### config.mk
export PLATFORM = sky130hd
export DESIGN_NAME = fifo_stim_gen_flat
export DESIGN_NICKNAME = d
export VERILOG_FILES = /design/src/rtl/fifo_stim_gen_if.sv /design/src/rtl/fifo_stim_gen.sv /design/src/flat_wrapper.sv
export SDC_FILE = /design/constraint.sdc
export NUM_CORES = 1
export LEC_CHECK = 0
export BUFFER_PORTS_ARGS = -buffer_cell sky130_fd_sc_hd__buf_2
export CAP_MARGIN = 20
export CORE_MARGIN = 4
export CORE_UTILIZATION = 30
export CTS_CLUSTER_DIAMETER = 40
export DETAILED_ROUTE_END_ITERATION = 16
export SLEW_MARGIN = 20
export SYNTH_ARGS = -nofsm -noshare
export SYNTH_HDL_FRONTEND = slang
export SYNTH_SLANG_ARGS = --single-unit
### constraint.sdc
create_clock -name clk -period 2.3 [get_ports clk]
set_clock_uncertainty 0.15 [all_clocks]
set_input_delay 0.23 -clock clk [delete_from_list [all_inputs] [get_ports clk]]
set_output_delay 0.23 -clock clk [all_outputs]
set_load 0.005 [all_outputs]
### src/rtl/fifo_stim_gen_if.sv
// FIFO-facing stimulus bus: write data, write/read enables and injected DUT reset.
interface fifo_stim_gen_if #(
  parameter int DATA_WIDTH = 16
);
  logic [DATA_WIDTH-1:0] data_in;
  logic                  wr_en;
  logic                  rd_en;
  logic                  dut_rst_n;

  modport master (output data_in, wr_en, rd_en, dut_rst_n);
  modport slave  (input  data_in, wr_en, rd_en, dut_rst_n);
endinterface

### src/rtl/fifo_stim_gen.sv
// LFSR-driven FIFO stimulus engine: NUM_TXN registered stimulus cycles per run,
// random / fill-drain / simultaneous traffic, reproducible from SEED on every start.
module fifo_stim_gen #(
  parameter int          DATA_WIDTH = 16,
  parameter int          DEPTH      = 8,
  parameter int          NUM_TXN    = 1000,
  parameter int          WR_THRESH  = 179,
  parameter int          RD_THRESH  = 77,
  parameter int          RST_THRESH = 5,
  parameter logic [31:0] SEED       = 32'hACE1_0001
) (
  input  logic                   clk,
  input  logic                   rst_n,
  input  logic                   start,
  input  logic                   abort,
  input  logic [1:0]             mode,
  fifo_stim_gen_if.master        fifo,
  output logic                   busy,
  output logic                   done,
  output logic [31:0]            txn_count
);
  localparam logic [31:0]   MASK     = 32'h8020_0003;
  localparam logic [31:0]   SEED_NZ  = (SEED == 32'd0) ? 32'd1 : SEED;
  localparam int            PW       = $clog2(2 * DEPTH);
  localparam logic [PW-1:0] DEPTH_P  = PW'(DEPTH);
  localparam logic [PW-1:0] PH_LAST  = PW'(2 * DEPTH - 1);
  localparam logic [31:0]   LAST_TXN = 32'(NUM_TXN - 1);

  typedef enum logic [1:0] {IDLE, RUN, DONE} state_t;

  typedef struct packed {
    logic [DATA_WIDTH-1:0] data;
    logic                  wr;
    logic                  rd;
    logic                  rst_n;
  } stim_t;

  function automatic logic [31:0] step(input logic [31:0] x);
    return (x >> 1) ^ (x[0] ? MASK : 32'd0);
  endfunction

  // Mode 3 falls into the random branch on purpose.
  function automatic stim_t gen(input logic [1:0] m, input logic [31:0] l,
                                input logic [PW-1:0] ph);
    stim_t s;
    s.data  = l[DATA_WIDTH-1:0];
    s.wr    = 1'b1;
    s.rd    = 1'b1;
    s.rst_n = 1'b1;
    case (m)
      2'd1: begin
        s.wr = (ph < DEPTH_P);
        s.rd = !(ph < DEPTH_P);
      end
      2'd2: ;
      default: begin
        s.wr    = {1'b0, l[31:24]} < 9'(WR_THRESH);
        s.rd    = {1'b0, l[23:16]} < 9'(RD_THRESH);
        s.rst_n = !({1'b0, l[15:8]} < 9'(RST_THRESH));
      end
    endcase
    return s;
  endfunction

  state_t        state_q, state_d;
  logic [31:0]   lfsr_q, lfsr_d;
  logic [1:0]    mode_q, mode_d;
  logic [PW-1:0] phase_q, phase_d, phase_s;
  stim_t         stim_q, stim_d;
  logic [31:0]   txn_d;
  logic          busy_d, done_d;

  always_comb begin
    state_d = state_q;
    lfsr_d  = lfsr_q;
    mode_d  = mode_q;
    phase_d = phase_q;
    stim_d  = stim_q;
    txn_d   = txn_count;
    busy_d  = busy;
    done_d  = done;
    phase_s = (phase_q == PH_LAST) ? '0 : phase_q + 1'b1;

    if (abort) begin
      state_d      = IDLE;
      stim_d.wr    = 1'b0;
      stim_d.rd    = 1'b0;
      stim_d.rst_n = 1'b1;
      busy_d       = 1'b0;
      done_d       = 1'b0;
    end else begin
      case (state_q)
        IDLE, DONE: begin
          if (start) begin
            state_d = RUN;
            mode_d  = mode;
            lfsr_d  = step(SEED_NZ);
            phase_d = '0;
            txn_d   = 32'd0;
            busy_d  = 1'b1;
            done_d  = 1'b0;
            stim_d  = gen(mode, lfsr_d, '0);
          end
        end
        RUN: begin
          if (txn_count == LAST_TXN) begin
            state_d      = DONE;
            stim_d.wr    = 1'b0;
            stim_d.rd    = 1'b0;
            stim_d.rst_n = 1'b1;
            busy_d       = 1'b0;
            done_d       = 1'b1;
          end else begin
            txn_d   = txn_count + 32'd1;
            lfsr_d  = step(lfsr_q);
            phase_d = phase_s;
            stim_d  = gen(mode_q, lfsr_d, phase_s);
          end
        end
        default: state_d = IDLE;
      endcase
    end
  end

  always_ff @(posedge clk) begin
    if (!rst_n) begin
      state_q   <= IDLE;
      lfsr_q    <= SEED_NZ;
      mode_q    <= 2'd0;
      phase_q   <= '0;
      stim_q    <= '{data: '0, wr: 1'b0, rd: 1'b0, rst_n: 1'b1};
      txn_count <= 32'd0;
      busy      <= 1'b0;
      done      <= 1'b0;
    end else begin
      state_q   <= state_d;
      lfsr_q    <= lfsr_d;
      mode_q    <= mode_d;
      phase_q   <= phase_d;
      stim_q    <= stim_d;
      txn_count <= txn_d;
      busy      <= busy_d;
      done      <= done_d;
    end
  end

  assign fifo.data_in   = stim_q.data;
  assign fifo.wr_en     = stim_q.wr;
  assign fifo.rd_en     = stim_q.rd;
  assign fifo.dut_rst_n = stim_q.rst_n;
endmodule

### src/flat_wrapper.sv
// flat-port wrapper written by rule: the top's interface ports become plain ports
module fifo_stim_gen_flat 
#(
  parameter int          DATA_WIDTH = 16,
  parameter int          DEPTH      = 8,
  parameter int          NUM_TXN    = 1000,
  parameter int          WR_THRESH  = 179,
  parameter int          RD_THRESH  = 77,
  parameter int          RST_THRESH = 5,
  parameter logic [31:0] SEED       = 32'hACE1_0001
)
  (clk, rst_n, start, abort, mode, busy, done, txn_count, fifo_data_in, fifo_wr_en, fifo_rd_en, fifo_dut_rst_n);
  fifo_stim_gen_if #(.DATA_WIDTH(DATA_WIDTH)) fifo_i ();
  input  logic clk;
  input  logic rst_n;
  input  logic start;
  input  logic abort;
  input  logic [1:0] mode;
  output logic busy;
  output logic done;
  output logic [31:0] txn_count;
  output wire logic [$bits(fifo_i.data_in)-1:0] fifo_data_in;
  output wire logic [$bits(fifo_i.wr_en)-1:0] fifo_wr_en;
  output wire logic [$bits(fifo_i.rd_en)-1:0] fifo_rd_en;
  output wire logic [$bits(fifo_i.dut_rst_n)-1:0] fifo_dut_rst_n;
  assign fifo_data_in = fifo_i.data_in;
  assign fifo_wr_en = fifo_i.wr_en;
  assign fifo_rd_en = fifo_i.rd_en;
  assign fifo_dut_rst_n = fifo_i.dut_rst_n;
  fifo_stim_gen #(.DATA_WIDTH(DATA_WIDTH), .DEPTH(DEPTH), .NUM_TXN(NUM_TXN), .WR_THRESH(WR_THRESH), .RD_THRESH(RD_THRESH), .RST_THRESH(RST_THRESH), .SEED(SEED)) u_core (.clk(clk), .rst_n(rst_n), .start(start), .abort(abort), .mode(mode), .fifo(fifo_i), .busy(busy), .done(done), .txn_count(txn_count));
endmodule
==> results.toml, run 1 <==
[synthesis]
yosysTopAreaCell = "dfxtp_1"
synth.top_cells.by_area = "dfxtp_1 (40%), a21oi_1 (5.3%), nand2_1 (4.4%)"
ys_seq_area_share_pct = 40.0
async_flop_share_pct = 0
yosysWarnings = 0
synth_edf_count = 0
syn_nets = 462
synth_ff_type = "dfxtp_1"
yosysMostFrequentCell = "dfxtp_1"
ys_ff_latch = 78
syn_area_per_cell_um2 = 8.66
synth_top_area_share_pct = 40.0
synth.top_cells.by_count = "dfxtp_1 (78), nand2_1 (46), a21oi_1 (41)"
syn_inst = 451
ys_types = 56
netlist_area_mm2 = 0.00390

[setup_path]
path_cells = "ha_1 -> nor4bb_1 -> nand4_1 -> nor3_4 -> buf_4 -> buf_12 -> or4_1 -> a21oi_1"
worstPathRequired_ps = 2350
max_stage_delay_ps = 340
end_kind = "flip-flop"
cp_slowest_cell = "dfxtp_1"
crit_type = "flip-flop to flip-flop"
path_buf_inv = 2
cpLargestDelayFamily = "simple AND/OR/NAND/NOR gates"
path_max_fanout = 27
cp.arrival_ps = 2200
startpoint_type = "flip-flop"

[placement]
dpl.hpwl_um = 7470
gp_congestion = 0.867
dpl_cell_area_mm2 = 0.00431
detailedPlace.worstSlack_ps = 78.6
port_buffers = 58

[finish]
diodes = 0
nNetsFinal = 514
fin_area_mm2 = 0.00473
utilization_pct = 37.3
syn2layout_area_growth_pct = 21.2
drive_above_1_share_pct = 23.2

[floorplan]
core_mm2 = 0.0127
dieArea_mm2 = 0.0149
initial_core_util_pct = 30.8
die_h_um = 122
boundaryPins = 59
placementRows = 41
die_x_um = 122

[sta]
fin_tns_setup_ps = 0
finalSetupViolCount = 0
tightest_slew_ps = 560
slew_headroom_pct = 62.6
fin_crit_sh_pct = 93.4
hold_viol = 0
max_clock_freq_mhz = 465
fin_ws_ps = 151
period_minus_slack_ps = 2150
final_max_slew_viol_count = 0

[global_routing]
grt_pass1_wl_um = 17400
grt_usage_pct = 14.7
grt-ovfl-total = 0
grt_pass1_vias = 3353
grt_max_degree = 28
antenna_found_initial = 0

[detailed_routing]
drc = 0
drtIter0Drc = 195
routed_wl_um = 10800
drt_pass1_iterations = 5
ant_nets = 0
wire_per_inst_um = 15.9
vias = 3604
viasPerCell = 5.30

[power]
p_leak_nw = 1.79
total_power_mw = 3.23
ir_worst_vdd_v = 0.000289
p_per_area_mw_per_mm2 = 683

[cts]
cts_root_buf = "clkbuf_16"
cts_tree = "built"
cts_buffers = 9
cts_buffer_depth = 2
clk_latency_ps = 340
numClockSinks = 78
htreeDepth = 3
clkTransAtPathRegs_ps = 60

[hold_path]
min_path_type = "primary input to flip-flop"

[flow_run]
drv_cap = 0

[run_status]
status = "complete, no violations"
[worst paths after layout]
path / startpoint / end / slack [ps] / cells past startpoint
hold / removal: start / u_core.state_q[1] / 110 / 4
setup / recovery: u_core.txn_count[1] / u_core.phase_q[2] / 150 / 8
setup reg to reg: u_core.txn_count[1] / u_core.phase_q[2] / 150 / 8
hold reg to reg: u_core.fifo.data_in[5] / u_core.fifo.data_in[4] / 320 / 2
[kinds of logic (layout without fill, tap and decap cells)]
family | count (synthesis) | count (layout) | synth area share, %
xor gates and xnor gates | 16 | 16 | 3.59
and+or+nand+nor | 183 | 183 | 26.9
DFF | 78 | 78 | 40.0
adders and majority gates | 5 | 5 | 1.60
AOI/OAI and AO/OA | 122 | 122 | 20.4
buffers and inverters | 47 | 104 | 7.53
[registers in the layout (all words and copies together), names as in the netlist, 2 cells and up]
register             flops
u_core.fifo.data_in     15
u_core.lfsr_q           18
u_core.mode_q            2
u_core.state_q           2
u_core.phase_q           4
u_core.txn_count        32
[routing by layer]
metal / vias up / share of wire [%] / wire length, µm / global-route usage [%]
met2: 93 / 47 / 5120 / 23.4
li1: 1769 / - / - / -
met3: 16 / 4.6 / 499 / 3.06
met4: 0 / 1.9 / 206 / 6.58
met5: - / 0 / 0 / 0
met1: 1726 / 46 / 4970 / 19.1
[timing repair]
item	in CTS	in global routing
resized for setup	0	5
hold buffers	2	0
endpoints found under the hold margin	2	0
setup buffers	0	3
setup endpoints to repair	0	16
[cell usage in the layout (no fill, tap or decap), types with 5 or more instances in the layout]
| cell type | netlist | layout |
|---|---|---|
| or3_1 | 7 | 7 |
| inv_1 | 7 | 7 |
| nand3_1 | 19 | 19 |
| nand4_1 | 12 | 12 |
| ha_1 | 5 | 5 |
| clkbuf_16 | 0 | 10 |
| and4_1 | 5 | 5 |
| o21ai_0 | 17 | 16 |
| xor2_1 | 12 | 12 |
| buf_2 | 5 | 58 |
| o21ai_1 | 21 | 21 |
| nor2_1 | 38 | 37 |
| nor3_1 | 6 | 6 |
| nor4_1 | 9 | 9 |
| o221a_1 | 6 | 6 |
| o211ai_1 | 7 | 7 |
| a21oi_1 | 41 | 41 |
| nand2_1 | 46 | 46 |
| or4_1 | 12 | 12 |
| o31ai_1 | 11 | 11 |
| buf_4 | 19 | 17 |
| dfxtp_1 | 78 | 77 |
[power by group]
part,internal (mW),switching (mW)
sequential,1.38,0.0203
combinational,0.0640,0.117
clock,1.07,0.589
total,2.51,0.727
[per-stage QoR]
stage	hold WS (ps)	cells
3_5_place_dp	312	658
6_report	113	680
4_1_cts	105	676
5_1_grt	117	680
3_3_place_gp	301	658
2_1_floorplan	219	451
[worst min-delay path, cell delays in order]
cell and delay [ps]:
buf_2 110, nor2_1 40, a21oi_1 130, nor2_1 40
[layout make-up]
class / instances / area, µm²
multi-input combinational: 326 / 2060
clock buffer: 9 / 225
clock inverter: 7 / 121
tap: 172 / 215
inverter: 7 / 26.3
sequential: 78 / 1560
timing repair buffer: 81 / 518
fill: 1301 / 7940
Note: power is estimated with default switching activity, not from simulation.
==> run 2, diff against run 1 <==
==> constraint.sdc (replaced) <==
create_clock -name clk -period 1.9 [get_ports clk]
set_clock_uncertainty 0.15 [all_clocks]
set_input_delay 0.19 -clock clk [delete_from_list [all_inputs] [get_ports clk]]
set_output_delay 0.19 -clock clk [all_outputs]
set_load 0.005 [all_outputs]
==> run 2 against run 1 <==
  * Combinational power rose by 51%
  * Flip-flop and latch count unchanged
  * Clock power up 5%
  * Routed wire length up 10%
  * Hold slack lost 35 ps
  * Die area unchanged
  * Worst setup slack got worse by 230 ps
  * Global-route usage is 1.3 points higher
  * Cell area up 17%
  * The flow now finishes with violations (setup timing)
  * Maximum frequency grew 8.5%
  * Core utilization rose by 6.3 points
==> results.toml, run 2 (synthesized netlist as in run 1, its figures left out) <==
[floorplan]
core_mm2 = 0.0127
die_x_um = 122
initial_core_util_pct = 30.8
placementRows = 41
boundaryPins = 59
dieArea_mm2 = 0.0149
die_h_um = 122

[setup_path]
path_max_fanout = 11
worstPathRequired_ps = 1990
end_kind = "flip-flop"
cp.arrival_ps = 2070
max_stage_delay_ps = 360
r2r_cells = 7
startpoint_type = "flip-flop"
path_cells = "buf_6 -> nor4_2 -> and4_4 -> a211o_1 -> buf_12 -> nor2_1 -> o31ai_1"
cp_slowest_cell = "nor4_2"
crit_type = "flip-flop to flip-flop"

[cts]
numClockSinks = 78
htreeDepth = 3
cts_buffers = 9
clkTransAtPathRegs_ps = 60
clk_latency_ps = 330
cts_root_buf = "clkbuf_16"
cts_buffer_depth = 2
cts_tree = "built"

[sta]
hold_viol = 0
finalSetupViolCount = 23
rsz0062_at_grt = "true"
final_max_slew_viol_count = 0
period_minus_slack_ps = 1980
max_clock_freq_mhz = 505
tightest_slew_ps = 505
slew_headroom_pct = 66.2
fin_ws_ps = -80.3
hold_slack_ps = 77.6
fin_crit_sh_pct = 104

[power]
p_int_mw = 2.80
total_power_mw = 3.69
sw_frac_of_total_pct = 24.3
ir_worst_vdd_v = 0.000503
p_switching_mw = 0.898
p_per_area_mw_per_mm2 = 667
p_leak_nw = 2.20
clkPwrFrac_pct = 47.0
combPwrFrac_pct = 7.4
seq_power_share_pct = 45.6

[global_routing]
grt_usage_pct = 16.0
antenna_found_initial = 0
grt-ovfl-total = 0
grt_pass1_vias = 3709
grt_max_degree = 25
grt_pass1_wl_um = 19000

[finish]
largest_reg_flops = 32
multi_input_area_mm2 = 0.00227
seq_area_mm2 = 0.00161
drive_above_1_share_pct = 40.3
diodes = 0
n_fill_cell = 1238
fin_area_mm2 = 0.00553
nNetsFinal = 586
final_cell_mix = "buf_4 (71), buf_2 (58), dfxtp_1 (57)"
top_register = "u_core.txn_count"
syn2layout_area_growth_pct = 41.7
final_common_cell = "buf_4"

[detailed_routing]
ant_nets = 0
drc = 0
vias = 3901
routed_wl_um = 11900
wire_per_inst_um = 15.8
drt_pass1_iterations = 4
drtIter0Drc = 295
viasPerCell = 5.19

[placement]
dpl.hpwl_um = 8340
dpl_cell_area_mm2 = 0.00481
port_buffers = 58
gp_congestion = 0.846

[run_status]
status = "finished with violations"
violations = "setup timing"

[flow_run]
drv_cap = 0

[hold_path]
hold_depth = 4
min_path_type = "primary input to flip-flop"
## run 2: changes by cell type in the layout (fill, tap and decap cells not counted), moves of 4 or more
cell	before	now
buf_4	17	71
nor4_2	1	5
dfxtp_2	1	13
nand3_1	19	15
a21oi_1	41	36
a21oi_2	0	5
buf_6	0	19
dfxtp_4	0	8
dfxtp_1	77	57
nor4_1	9	4
## run 2: path summary, 6_finish.rpt
check,start,endpoint,slack [ps]
hold / removal,start,u_core.state_q[1],80
setup reg to reg,u_core.txn_count[11],u_core.lfsr_q[31],-80
setup / recovery,u_core.txn_count[11],u_core.lfsr_q[31],-80
hold reg to reg,u_core.fifo.data_in[8],u_core.fifo.data_in[7],320
## run 2: power by group through the flow
stage	clock (mW)	combinational (mW)	sequential, mW
after CTS	1.77	0.254	1.69
final	1.74	0.274	1.68
after global routing	1.84	0.300	1.69
after floorplan	0	0.151	1.72
after global placement	0	0.239	1.72
after detailed placement	0	0.245	1.73
## run 2: what timing repair did
item                                    4_1_cts  5_1_grt
setup buffers                                 6        5
gates resized for setup                      28       62
hold buffers                                  2        0
pin swaps                                    18       28
endpoints found under the setup margin       62       73
endpoints found under the hold margin         2        0
## run 2: critical path: cells and delay by family (launching register included)
kind                   cells  cell delay, ps
flip-flops                 1             330
AO/OA/AOI/OAI              2             440
buffers and inverters      2             270
AND/OR/NAND/NOR            3             710
## run 2: layout make-up
cell class,instances,share of cell area (%)
tap,172,3.89
multi-input combinational,326,41.0
timing repair buffer,153,20.1
clock inverter,6,1.31
inverter,7,0.475
sequential,78,29.1
clock buffer,10,4.14
## run 2: metrics by stage
stage / std cells / worst slack (ps) / TNS, ps / utilization [%]
finish: 752 / -80.3 / -762 / 43.7
global placement: 724 / -146 / -2790 / 38.0
CTS: 747 / -75.7 / -1770 / 41.5
global route: 752 / -148 / -5280 / 43.7
detailed placement: 724 / -108 / -4090 / 38.0
floorplan: 451 / -11.6 / -23.2 / -
## run 2: per-layer routing
metal,vias up,share of wire (%),GRT usage [%]
met5,-,0,0
met4,0,1.5,6.30
met3,12,4.6,2.18
met2,82,49,26.1
met1,1904,45,21.3
li1,1903,-,-
==> run 3, diff against run 2 <==
--- a/config.mk
+++ b/config.mk
@@ -5,12 +5,14 @@
 export SDC_FILE = /design/constraint.sdc
 export NUM_CORES = 1
 export LEC_CHECK = 0
+export ABC_AREA = 1
 export BUFFER_PORTS_ARGS = -buffer_cell sky130_fd_sc_hd__buf_2
 export CAP_MARGIN = 20
 export CORE_MARGIN = 4
 export CORE_UTILIZATION = 30
 export CTS_CLUSTER_DIAMETER = 40
 export DETAILED_ROUTE_END_ITERATION = 16
+export SKIP_LAST_GASP = 1
 export SLEW_MARGIN = 20
 export SYNTH_ARGS = -nofsm -noshare
 export SYNTH_HDL_FRONTEND = slang
==> run 3 against run 2 <==
  * The run still ends with setup timing left
  * Via count is 23% higher
  * Global-route usage is 0.21 points higher
  * Sequential share of layout area is 2.5 points lower
  * Combinational power is 43% higher
  * Routed wire length is 19% higher
  * Die area is 12% higher
  * Sequential power hardly changed
==> results.toml, run 3 <==
[run_status]
status = "finished with violations"
violations = "setup timing"

[synthesis]
synth_edf_count = 0
async_flop_share_pct = 0
synth_top_area_share_pct = 35.4
synth.top_cells.by_area = "dfxtp_1 (35%), nand2_1 (20%), nor2_1 (10%)"
syn_area_per_cell_um2 = 6.23
synth_ff_type = "dfxtp_1"
syn_nets = 719
yosysMostFrequentCell = "nand2_1"
synth.top_cells.by_count = "nand2_1 (239), nor2_1 (117), dfxtp_1 (78)"
syn_inst = 708
yosysWarnings = 0
ys_ff_latch = 78
ys_seq_area_share_pct = 35.4
ys_types = 27
yosysTopAreaCell = "dfxtp_1"
netlist_area_mm2 = 0.00441

[setup_path]
startpoint_type = "flip-flop"
max_stage_delay_ps = 320
crit_type = "flip-flop to flip-flop"
end_kind = "flip-flop"
path_max_fanout = 8
path_depth = 11
path_cells = "inv_2 -> nand2_1 -> nor2_2 -> nand2_2 -> nor2_4 -> nand3_2 -> buf_6 -> nand3_4 -> clkbuf_16 -> nand2_1 -> a21oi_1"
cp_slowest_cell = "dfxtp_2"
worst_r2r_endpoint = "u_core.txn_count[18]"
r2r_cells = 11
path_buf_inv = 3
cpMostUsedCell = "nand2_1"
cpLargestDelayFamily = "simple AND/OR/NAND/NOR gates"
cp.arrival_ps = 2030
worstPathRequired_ps = 2020
r2r-start = "u_core.txn_count[13]"
reg2reg_slack_ps = -6

[floorplan]
boundaryPins = 59
core_mm2 = 0.0145
dieArea_mm2 = 0.0167
die_h_um = 129
placementRows = 44
initial_core_util_pct = 30.5
die_x_um = 129

[sta]
tightest_slew_ps = 336
finalSetupViolCount = 1
fin_crit_sh_pct = 100
max_clock_freq_mhz = 525
hold_viol = 0
final_max_slew_viol_count = 0
rsz0062_at_grt = "true"
fin_ws_ps = -6.06
period_minus_slack_ps = 1910
slew_headroom_pct = 77.3

[power]
total_power_mw = 3.90
p_per_area_mw_per_mm2 = 657
ir_worst_vdd_v = 0.000407
p_leak_nw = 2.43

[global_routing]
grt-ovfl-total = 0
grt_max_degree = 37
grt_util_met2_pct = 27.3
grt_usage_pct = 16.2
use_met1_pct = 20.4
grt_pass1_vias = 4471
antenna_found_initial = 0
grt_busiest_layer = "met2"
grt_util_met3_pct = 4.00
grt_pass1_wl_um = 21700

[finish]
utilization_pct = 40.9
seq_area_mm2 = 0.00157
diodes = 0
multi_input_area_mm2 = 0.00251
top_register = "u_core.txn_count"
largest_reg_flops = 32
final_common_cell = "nand2_1"
drive_above_1_share_pct = 26.3
nNetsFinal = 830
syn2layout_area_growth_pct = 34.3
n_fill_cell = 1572
final_cell_mix = "nand2_1 (231), nor2_1 (104), buf_4 (70)"

[hold_path]
hold_end = "u_core.mode_q[1]"
holdCritStartpoint = "mode[1]"
min_path_type = "primary input to flip-flop"
hold_depth = 3

[cts]
clkTransAtPathRegs_ps = 60
cts_root_buf = "clkbuf_16"
htreeDepth = 3
clk_latency_ps = 340
cts_tree = "built"
cts_buffers = 9
cts_buffer_depth = 2
numClockSinks = 78

[flow_run]
drv_cap = 0

[placement]
dpl.hpwl_um = 9470
gp_congestion = 0.895
port_buffers = 58

[detailed_routing]
wire_per_inst_um = 14.1
vias = 4790
ant_nets = 0
drc = 0
routed_wl_um = 14200
drtIter0Drc = 334
viasPerCell = 4.75
drt_pass1_iterations = 5
run 3: worst reg2reg max path, stage by stage (launching register included):
cell and delay [ps]:
dfxtp_2 320, inv_2 50, nand2_1 60, nor2_2 150, nand2_2 120, nor2_4 140
nand3_2 110, buf_6 150, nand3_4 180, clkbuf_16 210, nand2_1 60, a21oi_1 140
run 3: final cells by class:
cell class | count | area share [%]
clock inverter | 6 | 1.16
clock buffer | 10 | 4.03
timing repair buffer | 144 | 18.5
multi-input combinational | 531 | 42.4
sequential | 78 | 26.5
tap | 184 | 3.89
inverter | 55 | 3.48
run 3: what timing repair did:
action,in CTS,in global routing
endpoints found under the setup margin,29,70
gates resized for setup,3,54
pin swaps,0,18
buffers inserted,0,6
hold buffers,2,0
hold endpoints to repair,2,0
cloned,1,9
run 3: kinds of logic after synthesis:
| family | synth area share [%] |
|---|---|
| AO/OA/AOI/OAI | 9.84 |
| XOR/XNOR | 2.78 |
| adder cells (fa/ha/maj) | 1.42 |
| buffers and inverters | 11.2 |
| flip-flops | 35.4 |
| AND/OR/NAND/NOR | 39.3 |
run 3: per-layer routing:
metal | share of wire (%) | up-vias
met5 | 0 | -
met4 | 1.9 | 0
met3 | 6.0 | 21
met2 | 48 | 148
met1 | 44 | 2176
li1 | - | 2445
run 3: stage by stage:
stage / TNS, ps / instances / instance area (µm²) / worst slack, ps / hold slack [ps]
3_3_place_gp: -99.4 / 974 / 5190 / -63.2 / 300
3_5_place_dp: -575 / 974 / 5190 / -56.0 / 301
6_report: -6.06 / 1008 / 5930 / -6.06 / 48.1
5_1_grt: -2130 / 1008 / 5930 / -95.4 / 76.4
4_1_cts: 0 / 993 / 5540 / 4.17 / 40.9
2_1_floorplan: 0 / 708 / 4410 / 6.29 / 167
run 3: worst max-delay path by stage:
stage,startpoint,to,slack [ps]
final,u_core.txn_count[13],u_core.txn_count[18],-6
after global routing,u_core.txn_count[14],u_core.txn_count[3],-100
after CTS,u_core.txn_count[0],u_core.txn_count[22],4
after detailed placement,u_core.txn_count[0],u_core.txn_count[26],-60
after global placement,u_core.txn_count[0],u_core.txn_count[26],-60
after floorplan,u_core.txn_count[0],u_core.lfsr_q[22],6
run 3: report_power, final:
part / switching (mW) / total, mW / internal (mW)
logic: 0.234 / 0.392 / 0.158
clock network: 0.740 / 1.80 / 1.06
registers: 0.0288 / 1.70 / 1.67
total: 1.00 / 3.90 / 2.89
